--- config.mk ---
export PLATFORM = sky130hd
export DESIGN_NAME = uart_rx_fifo
export DESIGN_NICKNAME = d
export VERILOG_FILES = /design/src/rtl/uart_rx_fifo.sv
export SDC_FILE = /design/constraint.sdc
export NUM_CORES = 1
export LEC_CHECK = 0
export BUFFER_PORTS_ARGS = -buffer_cell sky130_fd_sc_hd__buf_2
export CORE_ASPECT_RATIO = 0.9
export CORE_MARGIN = 1
export CORE_UTILIZATION = 60
export CTS_CLUSTER_SIZE = 40
export DETAILED_ROUTE_END_ITERATION = 10
export PLACE_DENSITY = 0.78
export SYNTH_ARGS = -nofsm -noshare
export SYNTH_HDL_FRONTEND = slang
export SYNTH_SLANG_ARGS = --single-unit
--- constraint.sdc ---
create_clock -name clk -period 12.3 [get_ports clk]
set_input_delay 0.615 -clock clk [delete_from_list [all_inputs] [get_ports clk]]
set_output_delay 0.615 -clock clk [all_outputs]
set_load 0.01 [all_outputs]
--- src/rtl/uart_rx_fifo.sv ---
// uart_rx_fifo: runtime-configurable UART receiver
// feeding a first-word-fall-through receive FIFO.
module uart_rx_fifo #(
  parameter int CLK_HZ      = 100000000,
  parameter int FIFO_DEPTH  = 8,
  parameter int SYNC_STAGES = 2
) (
  input  logic                        clk,
  input  logic                        reset,
  input  logic [3:0]                  BAUD,
  input  logic                        EIGHT,
  input  logic                        PEN,
  input  logic                        OHEL,
  input  logic                        RX_in,
  input  logic                        rd_en,
  output logic [7:0]                  rd_data,
  output logic                        rd_perr,
  output logic                        rd_ferr,
  output logic                        empty,
  output logic                        full,
  output logic [$clog2(FIFO_DEPTH):0] count,
  output logic                        ovf,
  output logic                        rx_busy
);

  localparam int CW = $clog2(CLK_HZ / 300 + 1);
  localparam int AW = $clog2(FIFO_DEPTH);
  localparam int NW = AW + 1;

  typedef enum logic [2:0] {
    IDLE, START, DATA, PARITY, STOP
  } state_t;

  function automatic logic [CW-1:0] bit_time(
    input logic [3:0] b
  );
    case (b)
      4'd0:    bit_time = CW'(CLK_HZ / 300);
      4'd1:    bit_time = CW'(CLK_HZ / 1200);
      4'd2:    bit_time = CW'(CLK_HZ / 2400);
      4'd3:    bit_time = CW'(CLK_HZ / 4800);
      4'd4:    bit_time = CW'(CLK_HZ / 9600);
      4'd5:    bit_time = CW'(CLK_HZ / 19200);
      4'd6:    bit_time = CW'(CLK_HZ / 38400);
      4'd7:    bit_time = CW'(CLK_HZ / 57600);
      4'd8:    bit_time = CW'(CLK_HZ / 115200);
      4'd9:    bit_time = CW'(CLK_HZ / 230400);
      4'd10:   bit_time = CW'(CLK_HZ / 460800);
      default: bit_time = CW'(CLK_HZ / 921600);
    endcase
  endfunction

  state_t                 state, state_n;
  logic [SYNC_STAGES-1:0] sync;
  logic                   rx_s, rx_prev, fall;
  logic [CW-1:0]          cnt, bt, lim;
  logic                   sample;
  logic [3:0]             baud_q;
  logic                   eight_q, pen_q, ohel_q;
  logic [2:0]             bidx, last_bit;
  logic [7:0]             sh;
  logic                   perr_q;
  logic                   push;
  logic [9:0]             wdata;

  assign rx_s     = sync[SYNC_STAGES-1];
  assign fall     = rx_prev & ~rx_s;
  assign bt       = bit_time(baud_q);
  assign lim      = (state == START) ? (bt >> 1) : bt;
  assign sample   = (state != IDLE) &&
                    (cnt == lim - CW'(1));
  assign last_bit = eight_q ? 3'd7 : 3'd6;
  assign rx_busy  = (state != IDLE);
  assign push     = (state == STOP) && sample;
  assign wdata    = {perr_q, ~rx_s, sh};

  always_ff @(posedge clk or posedge reset) begin
    if (reset) state <= IDLE;
    else       state <= state_n;
  end

  always_comb begin
    state_n = state;
    unique case (state)
      IDLE:   if (fall) state_n = START;
      START:  if (sample) state_n = rx_s ? IDLE : DATA;
      DATA:
        if (sample && bidx == last_bit)
          state_n = pen_q ? PARITY : STOP;
      PARITY: if (sample) state_n = STOP;
      STOP:   if (sample) state_n = IDLE;
      default: state_n = IDLE;
    endcase
  end

  always_ff @(posedge clk or posedge reset) begin
    if (reset) begin
      sync    <= '1;
      rx_prev <= 1'b1;
      cnt     <= '0;
      baud_q  <= '0;
      eight_q <= 1'b0;
      pen_q   <= 1'b0;
      ohel_q  <= 1'b0;
      bidx    <= '0;
      sh      <= '0;
      perr_q  <= 1'b0;
    end else begin
      sync    <= {sync[SYNC_STAGES-2:0], RX_in};
      rx_prev <= rx_s;
      if (state == IDLE) begin
        cnt <= '0;
        // frame format is frozen at the start edge
        if (fall) begin
          baud_q  <= BAUD;
          eight_q <= EIGHT;
          pen_q   <= PEN;
          ohel_q  <= OHEL;
          bidx    <= '0;
          sh      <= '0;
          perr_q  <= 1'b0;
        end
      end else if (sample) begin
        cnt <= '0;
      end else begin
        cnt <= cnt + CW'(1);
      end
      if (state == DATA && sample) begin
        sh[bidx] <= rx_s;
        bidx     <= bidx + 3'd1;
      end
      if (state == PARITY && sample)
        perr_q <= ((^sh) ^ rx_s) != ohel_q;
    end
  end

  logic [9:0]    mem [FIFO_DEPTH];
  logic [9:0]    head;
  logic [AW-1:0] wp, rp;
  logic [NW-1:0] count_n;
  logic          pop, wr;

  assign pop = rd_en & ~empty;
  assign wr  = push & (~full | pop);
  assign {rd_perr, rd_ferr, rd_data} = head;

  always_comb begin
    count_n = count;
    if (wr && !pop)      count_n = count + NW'(1);
    else if (pop && !wr) count_n = count - NW'(1);
  end

  always_ff @(posedge clk) begin
    if (wr) mem[wp] <= wdata;
  end

  always_ff @(posedge clk or posedge reset) begin
    if (reset) begin
      wp    <= '0;
      rp    <= '0;
      count <= '0;
      empty <= 1'b1;
      full  <= 1'b0;
      ovf   <= 1'b0;
      head  <= '0;
    end else begin
      if (wr)  wp <= wp + AW'(1);
      if (pop) rp <= rp + AW'(1);
      count <= count_n;
      empty <= (count_n == '0);
      full  <= (count_n == NW'(FIFO_DEPTH));
      if (pop)            ovf <= 1'b0;
      else if (push && full) ovf <= 1'b1;
      // head register keeps its value once drained
      if (pop && count > NW'(1))
        head <= mem[rp + AW'(1)];
      else if (wr && (count == '0 || pop))
        head <= wdata;
    end
  end

endmodule

* Word-level counts from Yosys, hierarchy flattened
Memories as Yosys holds them, arrays and structs flattened.
Cells that the tools add are included.
** Word-level totals
- Flip-flop bits (word level) :: 67
- Bits in writable memories :: 80
- Bits in read-only memories :: 288
- Input port bits :: 11
- Output and inout port bits :: 18
- Logic and storage cells :: 112
- Memories kept :: 2
** Operators by class
- Add/sub/neg operators :: 7
- Order comparisons :: 3
- Eq/ne operators :: 13
- Muxes and demuxes :: 32
- Bitwise gates (word level) :: 8
- Reduce and logical (&&, ||, !) cells :: 29
** Memories
- (no name shown) :: words 16, width 18, read ports 1, clocked after memory_dff 0, wr ports 0, line 37 : case (b)
- mem :: words 8, width 10, read ports 1, clocked after memory_dff 0, wr ports 1, line 137 : logic [9:0] mem [FIFO_DEPTH];
** Operators by type and width (number)
- $mux W19 :: 3
- $mux W3 :: 9
- $mux W8 :: 3
- $mux W10 :: 2
- $add A19 B1 Y19 const B :: 1
- $eq A19 B19 Y1 :: 1
- $sub A19 B1 Y19 const B :: 1
- $pmux W3 S5 :: 1
- $reduce_bool A2 Y1 :: 6
- $logic_and A1 B1 Y1 :: 11
- $ne A2 B2 Y1 const B :: 5
- $add A3 B1 Y3 const B :: 3
- $mux W1 :: 9
- $bwmux W8 :: 1
- $logic_not A4 Y1 :: 2
- $mux W4 :: 2
- $reduce_xor A8 Y1 :: 1
- $eq A3 B2 Y1 const B :: 2
- $reduce_and A2 Y1 :: 3
- $reduce_and A5 Y1 :: 1
- $add A4 B1 Y4 const B :: 1
- $eq A4 B4 Y1 const B :: 1
- $gt A4 B1 Y1 const B :: 1
- $lt A3 B4 Y1 const B :: 1
- other kinds (16) :: 21

* Longest topological paths before layout
- Depth after elaboration :: 12
- Depth in mapped cells :: 19

* Least setup slack after synthesis
Ideal clock, no wire load.
- Path type :: reg2reg
- From :: reg baud_q[1]
- To :: mem mem[0][0], enable pin
- Library setup time :: 0.390 ns
- Arrival :: 4.080 ns
- Setup slack :: 7.830 ns
- Cell stages (with the launch flop) :: 17
- Path buffers :: 1
- Clock period less this slack :: 4.470 ns
- Cells stage by stage :: dfrtp_1 > clkbuf_1 > inv_1 > ha_1 > and3_1 > nor2_1 > a21oi_1 > ha_1 > and3_1 > nand2_1 > a2111oi_0 > or4_1 > o2111ai_2 > nor4_1 > and2_1 > nand2b_1 > nor3_1
** Between the ends
- Longest elaborated chain between the ends :: 9
** RTL lines
- start, declared :: line 58 : logic [3:0] baud_q;
- start signal, assigned :: line 101 : baud_q <= '0;
- start signal, assigned :: line 115 : baud_q <= BAUD;
- $mem_v2 Z16 W18
- $mux W19 :: line 69 : assign lim = (state == START) ? (bt >> 1) : bt;
- $sub A19 B1 Y19 :: line 71 : (cnt == lim - CW'(1));
- $eq A19 B19 Y1 :: line 71
- $logic_and A1 B1 Y1 :: line 70 : assign sample = (state != IDLE) &&
- $logic_and A1 B1 Y1 :: line 74 : assign push = (state == STOP) && sample;
- $and A1 B1 Y1 :: line 144 : assign wr = push & (~full | pop);
- $mux W1 :: line 154 : if (wr) mem[wp] <= wdata;
- $mux W1 (implied by the code) :: line 154
- end, declared :: line 137
Every way passes these cells.

* Worst setup path in the final report
- From :: reg baud_q[1]
- To :: mem mem[3][8], enable pin
The elaborated chain is that of the path after synthesis.

==> flow_metrics.tcl <==
set metrics [dict create \
    fin_crit_sh 0.412 \
    cts_tree "yes" \
    netlist_instances 622 \
    regToRegEndpoint "mem[3][8]" \
    design_area_um2 8460 \
    htree_num_levels 4 \
    holdCritStartpoint "RX_in" \
    drc 0 \
    layout-area-overhead-vs-synth_pct 10.7 \
    final_layout_size_suffix_gt1_frac 0.191 \
    synth-seq-cells 147 \
    gpl.final_weighted_congestion 0.824 \
    fin_nets 668 \
    ff2ff_setup_slack_ns 7.23 \
    synth_area_leader_cell "sky130_fd_sc_hd__edfxtp_1" \
    row_count 38 \
    sequential_share_of_the_synthesized_area 0.535 \
    hold_buffer_count_at_cts 0 \
    drt_first_iter_violations 549 \
    cap_violations 0 \
    cts_resized 0 \
    cp-start-kind "flop" \
    timing_max_transition_violations_final 0 \
    ys.warnings.count 0 \
    holdPathStages 1 \
    holdPathEnd "sync[0]" \
    finalHoldViolations 0 \
    max_slew.worst_pin.slew_ns 1.05 \
    design.portCount 29 \
    cp_max_fo 18 \
    remaining_antenna_violation_count_after_routing 0 \
    grt_setup_unrepaired "no" \
    worstSetupPathType "flop to flop" \
    clkLatencyLatePin_ns 0.42 \
    synthFlopType "sky130_fd_sc_hd__edfxtp_1" \
    initial_utilization 0.625 \
    fin_tns_setup_ns 0 \
    setup-violations-final 0 \
    grt_pass1_vias 4960 \
    globalRouteOverflowTotal 0 \
    dieWidth_um 121 \
    synth_largest_type_area_fraction 0.315 \
    yosys.cell_types.count 78 \
    root_buffer "sky130_fd_sc_hd__clkbuf_16" \
    synth.avg_cell_area_um2 12.3 \
    placement.cell_area_um2 7840 \
    cts.clk_slew.worst_paths_ns 0.06 \
    inserted_clock_buffers 17 \
    period_minus_slack_ns 5.07 \
    die_y_um 109 \
    number_of_enable_type_register_cells_in_the_synthesized_netlist 80 \
    cts_max_path_buffers 2 \
    postRouteWirelength_um 16900 \
    rr_worst_depth 15 \
    power_density_nw_per_um2 240 \
    pin_count_of_the_biggest_net_entering_global_routing 68 \
    fmaxAchievable_mhz 197 \
    critical_path_arrival_ns 5.11 \
    cts_sinks 147 \
    design.die.area_um2 13200 \
    insertedDiodeCount 0 \
    dpl.hpwl_um 11100 \
    reg2reg_from "baud_q[1]" \
    synth_nets 648 \
    routed_wire_length_per_instance_um 20.7 \
    grtUsageTotal 0.278 \
    worstPathRequired_ns 12.34 \
    cts_setup_buffers 0 \
    clock_skew_ns 0.0112 \
    worstHoldPathType "input pin to flop" \
    grt_antenna_before_repair 0 \
    ir_drop_uv 133 \
    count_of_input_and_output_buffers 28 \
    crit_path_end_kind "flop" \
    synthesis.area_um2 7640 \
    outcome "complete, no violations" \
    first_pass_iters 5 \
    floorplan.core_area_um2 12200 \
    num_vias 5113 \
    max-slew-margin-rel 0.301 \
    avgViaCountPerCell 6.27 \
    synthTopCellsByArea "sky130_fd_sc_hd__edfxtp_1 31%, sky130_fd_sc_hd__dfrtp_1 21%, sky130_fd_sc_hd__mux4_2 5.9%, sky130_fd_sc_hd__mux2i_1 3.5%, sky130_fd_sc_hd__xnor2_1 3.4%" \
    synth-async-reset-ratio 0.456 \
    grt_pass1_wl_um 27100 \
    leakage_nw 3.49 \
    nFillCells 814 \
]
-- state kept, by name, summed over array words and instances (netlist names), 4 cells and up --
register / count
mem: 80
head: 10
cnt: 19
count: 4
baud_q: 4
sh: 8
-- per-layer routing --
layer  part of all wire  GRT usage  vias to the layer above  wire length [um]
met5                  0          0                        -                 0
met4              0.017     0.0917                        0               286
met3              0.069     0.0607                       26              1170
met2               0.48      0.426                      192              8070
met1               0.44      0.396                     2566              7350
li1                   -          -                     2329                 -
-- worst max-delay path by stage --
stage,cells past startpoint,start,slack (ns),endpoint
after global placement,15,baud_q[1],7.59,mem[4][1]
after detailed placement,15,baud_q[1],7.39,mem[4][0]
final,15,baud_q[1],7.23,mem[3][8]
after global routing,15,baud_q[1],6.79,mem[4][1]
after floorplan,16,baud_q[1],7.83,mem[0][0]
after CTS,15,baud_q[1],7.31,mem[4][6]
-- critical path, stage by stage, from the launching register on --
cell and delay [ns]:
sky130_fd_sc_hd__dfrtp_1 0.67, sky130_fd_sc_hd__inv_1 0.23, sky130_fd_sc_hd__ha_1 0.44, sky130_fd_sc_hd__and3_1 0.24, sky130_fd_sc_hd__nor2_1 0.08, sky130_fd_sc_hd__a21oi_1 0.17
sky130_fd_sc_hd__ha_1 0.22, sky130_fd_sc_hd__and3_1 0.27, sky130_fd_sc_hd__nand2_1 0.10, sky130_fd_sc_hd__a2111oi_0 0.41, sky130_fd_sc_hd__or4_1 0.22, sky130_fd_sc_hd__o2111ai_2 0.19
sky130_fd_sc_hd__nor4_1 0.34, sky130_fd_sc_hd__and2_1 0.21, sky130_fd_sc_hd__nand2_1 0.13, sky130_fd_sc_hd__nor2_1 0.78
-- cells in the final DEF (no fill, tap or decap), types with 6 or more instances in the layout --
cell	n
sky130_fd_sc_hd__a21oi_1	17
sky130_fd_sc_hd__and3_1	12
sky130_fd_sc_hd__buf_2	28
sky130_fd_sc_hd__buf_4	7
sky130_fd_sc_hd__clkbuf_16	19
sky130_fd_sc_hd__dfrtp_1	63
sky130_fd_sc_hd__edfxtp_1	80
sky130_fd_sc_hd__ha_1	15
sky130_fd_sc_hd__inv_1	9
sky130_fd_sc_hd__mux2_2	17
sky130_fd_sc_hd__mux2i_1	27
sky130_fd_sc_hd__mux4_2	20
sky130_fd_sc_hd__nand2_1	52
sky130_fd_sc_hd__nand2b_1	12
sky130_fd_sc_hd__nand3_1	13
sky130_fd_sc_hd__nand3b_1	6
sky130_fd_sc_hd__nor2_1	54
sky130_fd_sc_hd__nor2b_1	9
sky130_fd_sc_hd__nor3_1	16
sky130_fd_sc_hd__nor4_1	6
sky130_fd_sc_hd__o21ai_0	16
sky130_fd_sc_hd__xnor2_1	30
sky130_fd_sc_hd__xor2_1	17
-- area by class of cell --
cell class              count  area, um2  area share
flip-flops and latches    147       4080       0.483
clock inverters             6       61.3     0.00725
clock buffers              26        552      0.0652
repair buffers             35        193      0.0228
inverters                  12       45.0     0.00533
well taps                 160        200      0.0237
multi-input cells         429       3320       0.393
-- synthesized netlist by cell type, drive strengths merged, types with 3 or more instances --
library cell,instances
and3,12
a211oi,3
and2,5
mux2i,27
inv,11
xor2,17
nor2,55
xnor2,30
buf,21
nand3,13
nor3,17
o32ai,3
nand3b,6
nand2b,12
o21ai,19
dfrtp,63
nor2b,9
mux4,20
or3,3
edfxtp,80
nand4,5
nand4b,6
o31ai,6
mux2,21
a31oi,5
ha,15
nor3b,4
clkbuf,13
nor4,9
a21oi,18
nand2,53
dfstp,4
-- logic make-up after synthesis --
family          Yosys count  synth area share
compound gates           80            0.0711
mux                      68             0.125
buf+inv                  46            0.0310
flops                   147             0.535
xor+xnor                 48            0.0568
simple gates            218             0.156
fa+ha+maj                15            0.0246
-- through the flow --
step / instances / hold slack, ns / utilization / worst slack, ns / total power [mW]
3_5_place_dp: 783 / 0.356 / 0.642 / 7.39 / 1.50
4_1_cts: 815 / 0.290 / 0.692 / 7.31 / 2.03
3_3_place_gp: 783 / 0.354 / 0.642 / 7.59 / 1.47
2_1_floorplan: 622 / 0.345 / - / 7.83 / 1.34
6_report: 815 / 0.297 / 0.692 / 7.23 / 2.03
5_1_grt: 815 / 0.296 / 0.692 / 6.79 / 2.15
-- power by group --
part | switching, mW | total (mW) | internal [mW]
Combinational | 0.479 | 0.845 | 0.366
Clock | 0.193 | 0.522 | 0.329
Sequential | 0.0964 | 0.664 | 0.568
(Power assumes the default switching activity.)
